==> config.mk <==
export PLATFORM = sky130hd
export DESIGN_NAME = inst_window_fetch
export DESIGN_NICKNAME = d
export VERILOG_FILES = /design/src/rtl/inst_window_fetch.sv
export SDC_FILE = /design/constraint.sdc
export NUM_CORES = 1
export LEC_CHECK = 0
export BUFFER_PORTS_ARGS = -buffer_cell sky130_fd_sc_hd__buf_2
export CORE_MARGIN = 1.5
export CORE_UTILIZATION = 45
export DETAILED_ROUTE_END_ITERATION = 12
export PLACE_DENSITY_LB_ADDON = 0.08
export SLEW_MARGIN = 30
export SYNTH_ARGS = -nofsm -noshare
export SYNTH_HDL_FRONTEND = slang
export SYNTH_SLANG_ARGS = --single-unit
export TNS_END_PERCENT = 1
==> constraint.sdc <==
create_clock -name Clk -period 9.8 [get_ports Clk]
set_input_delay 0.98 -clock Clk [delete_from_list [all_inputs] [get_ports Clk]]
set_output_delay 0.98 -clock Clk [all_outputs]
set_load 0.01 [all_outputs]
==> src/rtl/inst_window_fetch.sv <==
// Instruction prefetch window between a synchronous ROM and the cpu.
// Ports: Clk/Reset (sync, active-high); rom_address/rom_q drive one ROM
// port; redirect_valid/redirect_addr restart the stream; consume retires
// words from the head; window/window_addr/window_count present the head
// slots; stat_stall/stat_redirect are the optional counters enabled by
// INST_WINDOW_FETCH_STATS_EN (tied to 0 when the macro is undefined).
module inst_window_fetch #(
    parameter int INSTR_WIDTH        = 16,
    parameter int ROM_REGISTER_COUNT = 1024,
    parameter int WINDOW             = 4,
    parameter int DEPTH              = 8,
    localparam int AW = $clog2(ROM_REGISTER_COUNT),
    localparam int CW = $clog2(DEPTH + 1),
    localparam int QW = $clog2(WINDOW + 1)
) (
    input  logic                          Clk,
    input  logic                          Reset,
    output logic [AW-1:0]                 rom_address,
    input  logic [INSTR_WIDTH-1:0]        rom_q,
    input  logic                          redirect_valid,
    input  logic [AW-1:0]                 redirect_addr,
    input  logic [QW-1:0]                 consume,
    output logic [WINDOW*INSTR_WIDTH-1:0] window,
    output logic [AW-1:0]                 window_addr,
    output logic [CW-1:0]                 window_count,
    output logic [15:0]                   stat_stall,
    output logic [15:0]                   stat_redirect
);

    localparam int PW = $clog2(DEPTH);
    localparam int OW = CW + 1;

    logic [INSTR_WIDTH-1:0] buffer [DEPTH];
    logic [AW-1:0]          fetch_addr;
    logic [PW-1:0]          head;
    logic [PW-1:0]          tail;
    logic [CW-1:0]          count;
    logic                   inflight;
    logic                   inflight_epoch;
    logic                   epoch;

    logic [OW-1:0]          occupancy;
    logic                   issue;
    logic                   fill;
    logic                   epoch_next;
    logic [CW-1:0]          avail;
    logic [CW-1:0]          consume_eff;

    assign window_count = count;

    always_comb begin
        rom_address = redirect_valid ? redirect_addr : fetch_addr;
        epoch_next  = redirect_valid ? ~epoch : epoch;
        // Reserve a slot for the word already on its way back.
        occupancy   = OW'(count) + OW'(inflight);
        issue       = redirect_valid || (occupancy < OW'(DEPTH));
        // Stale-epoch words belong to a stream that was redirected away.
        fill        = inflight && !redirect_valid && (inflight_epoch == epoch);
        avail       = (count < CW'(WINDOW)) ? count : CW'(WINDOW);
        consume_eff = (CW'(consume) > avail) ? avail : CW'(consume);
    end

    always_comb begin
        window = '0;
        for (int i = 0; i < WINDOW; i++) begin
            if (CW'(i) < count) begin
                window[i*INSTR_WIDTH +: INSTR_WIDTH] = buffer[head + PW'(i)];
            end
        end
    end

    always_ff @(posedge Clk) begin
        if (!Reset && fill) begin
            buffer[tail] <= rom_q;
        end
    end

    always_ff @(posedge Clk) begin
        if (Reset) begin
            fetch_addr     <= '0;
            window_addr    <= '0;
            count          <= '0;
            head           <= '0;
            tail           <= '0;
            inflight       <= 1'b0;
            inflight_epoch <= 1'b0;
            epoch          <= 1'b0;
        end else begin
            inflight <= issue;
            if (issue) begin
                fetch_addr     <= rom_address + 1'b1;
                inflight_epoch <= epoch_next;
            end
            if (redirect_valid) begin
                epoch       <= epoch_next;
                count       <= '0;
                head        <= tail;
                window_addr <= redirect_addr;
            end else begin
                if (fill) begin
                    tail <= tail + 1'b1;
                end
                count       <= count + CW'(fill) - consume_eff;
                head        <= head + PW'(consume_eff);
                window_addr <= window_addr + AW'(consume_eff);
            end
        end
    end

`ifdef INST_WINDOW_FETCH_STATS_EN
    logic [15:0] stall_q;
    logic [15:0] redir_q;

    always_ff @(posedge Clk) begin
        if (Reset) begin
            stall_q <= '0;
            redir_q <= '0;
        end else begin
            if (count == '0 && stall_q != 16'hFFFF) begin
                stall_q <= stall_q + 16'd1;
            end
            if (redirect_valid && redir_q != 16'hFFFF) begin
                redir_q <= redir_q + 16'd1;
            end
        end
    end

    assign stat_stall    = stall_q;
    assign stat_redirect = redir_q;
`else
    assign stat_stall    = '0;
    assign stat_redirect = '0;
`endif

endmodule
== Word level (Yosys, flattened, before mapping) ==
Memories as Yosys holds them, arrays and structs flattened. A register that Yosys moved wholly into a read port is not among the register bits.
Cells that the tools add are included.
Cells by class
  $add $sub $neg: 10
  multipliers: 0
  div/mod/pow operators: 0
  magnitude comparators: 7
  equal/unequal tests: 1
  shift operators: 0
  mux-type cells: 13
  bitwise gates (word level): 2
  reductions and logical operators: 8
Operators with widths (count)
  $mux W16: 4
  $mux W10: 2
  $add A10 B1 Y10 const B: 1
  $add A10 B4 Y10: 1
  $lt A1 B4 Y1 const A: 2
  $lt A2 B4 Y1 const A: 2
  $mux W4: 2
  $add A3 B1 Y3 const B: 2
  $add A3 B2 Y3 const B: 2
  $mux W3: 2
  $add A4 B1 Y5: 1
  $lt A5 B4 Y1 const B: 1
  $add A4 B1 Y4: 1
  $gt A3 B4 Y1: 1
  $lt A4 B3 Y1 const B: 1
  $sub A4 B4 Y4: 1
  $add A3 B3 Y3: 1
  $logic_and A1 B1 Y1: 3
  $mux W1: 3
  $logic_not A1 Y1: 2
  $not A1 Y1: 2
  $reduce_and A2 Y1: 1
  $reduce_or A2 Y1: 1
  $eq A1 B1 Y1: 1
  $logic_or A1 B1 Y1: 1
Word-level totals
  register bits: 33
  latch bits: 0
  memory bits (writable): 128
  bits in read-only memories: 0
  bits of input ports: 32
  output and inout port bits: 120
  word-level logic and storage cells: 50
  memories: 1
Memory list
  buffer: words 8, width 16, read ports 4, clocked after Yosys merged registers in 1, wr ports 1, RTL line 33  | logic [INSTR_WIDTH-1:0] buffer [DEPTH];

== Logic depth before layout (Yosys ltp) ==
  word-level depth: 7
  gate-level depth with buffers: 18
  mapped depth without buffers: 16

== Worst setup path after synthesis ==
Ideal clock, no wire load.
  path kind: register -> register
  start point: reg count[3], in the netlist window_count[3]
  end point: reg window_addr[8]
  setup time: 0.086 ns
  arrival: 3.696 ns
  data required time: 9.714 ns
  path slack: 6.019 ns
  stages on the path, launching flop included: 18
  clock period less this slack: 3.781 ns
  path through: dfxtp_1 > buf_2 > nor2_1 > clkbuf_1 > and2_1 > inv_1 > ha_1 > nor2b_1 > o21ai_0 > a32oi_1 > o21ai_0 > ha_1 > fa_1 > a21o_1 > a21oi_1 > nor3b_1 > xnor2_1 > a211oi_1
On the way
  longest elaborated chain between the ends: 6
Ends and longest elaborated chain
  start: declaration: RTL line 37  | logic [CW-1:0] count;
  start signal: assignment: RTL line 103  | count <= count + CW'(fill) - consume_eff;
  $lt A4 B3 Y1: RTL line 59  | avail = (count < CW'(WINDOW)) ? count : CW'(WINDOW);
  $mux W4 (*): RTL line 59
  $gt A3 B4 Y1: RTL line 60  | consume_eff = (CW'(consume) > avail) ? avail : CW'(consume);
  $mux W4 (*): RTL line 60
  $add A10 B4 Y10 (*): RTL line 105  | window_addr <= window_addr + AW'(consume_eff);
  $mux W10 (*): RTL line 94  | if (redirect_valid) begin
  end signal: assignment: RTL line 98  | window_addr <= redirect_addr;
  end signal: assignment: RTL line 105
  end: declaration: RTL line 24  | output logic [AW-1:0] window_addr,
Mark *: on every way between the ends. The rest lies on a longest branch, timed or not.
A chain may end at the register's enable or synchronous reset.

== Worst setup path after layout ==
  start point: reg head[1]
  end point: out window[30]
On the way
  longest elaborated chain between the ends: 3
Ends and longest elaborated chain
  start: declaration: RTL line 35  | logic [PW-1:0] head;
  start signal: assignment: RTL line 97  | head <= tail;
  start signal: assignment: RTL line 104  | head <= head + PW'(consume_eff);
  $add A3 B1 Y3: RTL line 67  | window[i*INSTR_WIDTH +: INSTR_WIDTH] = buffer[head + PW'(i)];
  $mem_v2 Z8 W16
  $mux W16: RTL line 66  | if (CW'(i) < count) begin
  end: declaration: RTL line 23  | output logic [WINDOW*INSTR_WIDTH-1:0] window,
No other way between the ends.

==> reports/results.ini <==
[outcome]
status=finished clean

[route]
drt_iter0_drc=483
wirelength_mm=26.20
postRouteAntennaNets=0
vias_per_cell=6.005
drt_first_pass_iters=4
num_vias=6852
drc=0
avgRoutedWirePerCell_um=22.96

[place]
hpwl_mm=16.94
place.gp.congestion=0.8161
port_buffers=119

[job]
maxCapViolCount=0

[logic_synthesis]
ys_types=57
synth_compound_area_share_pct=5.716
synth_fa_ha_area_share_pct=2.651
synth_top_area_share_pct=37.36
ys_warn_count=0
yosys-mux-area-fraction_pct=32.56
synth_top_family_by_area=multiplexers
async_flop_share_pct=0
yosysTopAreaCell=edfxtp_1
synthCells=735
netlist_area_um2=10290
synth-seq-cells=161
synth_common_cells=edfxtp_1 (128), mux4_2 (128), nor2_1 (70)
synth_simple_gate_area_share_pct=7.917
synthFlopType=edfxtp_1
synthXorXnorAreaFrac_pct=1.617
synth_edf_count=128
seq_area_frac_synth_pct=43.78
syn_area_per_cell_um2=14.00
netlist_top_cells_area=edfxtp_1 (37%), mux4_2 (28%), dfxtp_1 (6.4%)

[timing]
rsz0062_at_grt=false
relSlewSlack_pct=34.58
hold_slack_ns=0.4499
finClkSkew_ns=0.01034
timing_hold_violations_final=0
finalCritPeriodShare_pct=42.95
min_period_ns=4.209
drv_slew=0
setup_viol_count_final=0
fmax_ghz=0.2376
tns_ns=0
tightest_slew_ns=0.9777

[critical_path]
worst-setup-path-type=reg2out
crit_required_ns=8.82
startpoint_type=flop
path_max_fanout=18
r2r_setup_slack_ns=5.62
cp.arrival_ns=3.23
cp-end-kind=output port

[global_route]
use_met2_pct=40.85
met1_usage_pct=27.09
grt_use_met3_pct=3.783
grt_start_max_net_pins=61
grt-busiest-layer=met2
antenna_found_initial=2
grt_pass1_wl_mm=39.79
grt_pass1_vias=7053
globalRouteTotalUtil_pct=22.45
grt_remaining_overflow=0

[clocking]
post_cts_buffers=0
cts_buffer_depth=2
path_clk_slew_ns=0.07
clock-sinks=161
clk_latency_ns=0.43
cts_root_buffer=clkbuf_16
cts_tree=built
cts_made_buffers=17
post_cts_resized=0
ctsHoldBuffers=0
htreeDepth=4

[hold_path]
hold_class=reg2reg

[finish]
area_delta_synth_final_pct=13.15
drive_gt1_share_pct=38.29
fin_nets=893

[floorplan]
dieHeight_um=154.2
ios=152
rows=55
die_area_um2=23780
start_util_pct=45.72
coreArea_um2=22500
dieWidth_um=154.2

[pwr]
leakage_uw=0.004227
powerDensity_nw_per_um2=238.6
irDropWorstVdd_mv=0.2064

## metrics by stage
step / std cells / total power, uW / utilization (%) / worst slack (ns) / cell area [um^2]
2_1_floorplan: 767 / 1774 / - / 6.019 / 10410
3_3_place_gp: 1107 / 2149 / 49.14 / 5.762 / 11060
3_5_place_dp: 1107 / 2170 / 49.15 / 5.621 / 11060
4_1_cts: 1139 / 2800 / 51.64 / 5.292 / 11620
5_1_grt: 1140 / 2930 / 51.72 / 5.293 / 11640
6_report: 1141 / 2777 / 51.73 / 5.591 / 11640
## sequential cells by signal, indices dropped and copies added, names as in the netlist
| name | flops |
|---|---|
| buffer | 128 |
| epoch | 1 |
| fetch_addr | 10 |
| head | 3 |
| inflight | 1 |
| inflight_epoch | 1 |
| tail | 3 |
| window_addr | 10 |
| window_count | 4 |
## per-layer routing
metal | wire length (um) | vias up | part of all wire [%]
li1 | - | 3069 | -
met1 | 10220 | 3448 | 39
met2 | 13660 | 288 | 52
met3 | 1696 | 47 | 6.5
met4 | 621 | 0 | 2.4
met5 | 0 | - | 0
## path summary, 6_finish.rpt
kind,start,end,cells after the start
worst max register to register,window_count[3]$_SDFF_PP0_,window_addr[8]$_SDFF_PP0_,16
worst max-delay path,head[1]$_SDFF_PP0_,window[30],7
worst min register to register,fetch_addr[6]$_SDFFE_PP0P_,fetch_addr[6]$_SDFFE_PP0P_,2
worst min-delay path,fetch_addr[6]$_SDFFE_PP0P_,fetch_addr[6]$_SDFFE_PP0P_,2
## where the power goes
group | total [uW] | internal, uW | switching [uW]
registers | 807 | 765 | 42.0
logic | 1340 | 615 | 728
clock network | 627 | 351 | 276
total | 2780 | 1730 | 1050
## kinds of logic (layout without fill, tap and decap cells)
| kind of cell | count (synthesis) | count (layout) |
|---|---|---|
| AO/OA/AOI/OAI | 83 | 83 |
| XOR/XNOR | 19 | 19 |
| adder cells (fa/ha/maj) | 20 | 20 |
| buffers and inverters | 104 | 191 |
| flip-flops | 161 | 161 |
| multiplexers | 174 | 174 |
| other | 1 | 35 |
| AND/OR/NAND/NOR | 173 | 173 |
## placed cells by master, fill, tap and decap left out, types with 4 or more instances in the layout
master      count
o21ai_0        12
nor3_1          7
mux2_2          5
dfxtp_1        30
clkinvlp_4      4
conb_1         33
and2_1          5
xor2_1          6
inv_6           4
a22o_1         16
mux4_2        128
nand2_1        56
a21oi_1        27
a21o_1          5
or3_1           4
nor2_1         69
mux2i_1        41
ha_1           17
nand3_1         5
inv_1          18
xnor2_1        11
a211oi_1        5
buf_2         119
edfxtp_1      128
buf_4          18
clkbuf_16      17
## worst max-delay path, stage by stage, from the launching register on
cell	delay, ns
dfxtp_2	0.32
inv_1	0.53
ha_1	0.36
buf_4	0.26
nor2_1	0.59
buf_4	0.36
a22o_1	0.22
buf_2	0.14
## cell type report
type	instances	area [um^2]
Inverter	20	76.32
Clock inverter	15	135.1
Tap cell	285	356.6
Antenna cell	2	5.005
Timing Repair Buffer	139	753.2
Clock buffer	17	425.4
Sequential cell	161	4511
Fill cell	1912	10860
Multi-Input combinational cell	502	5379
(Power assumes the default switching activity.)
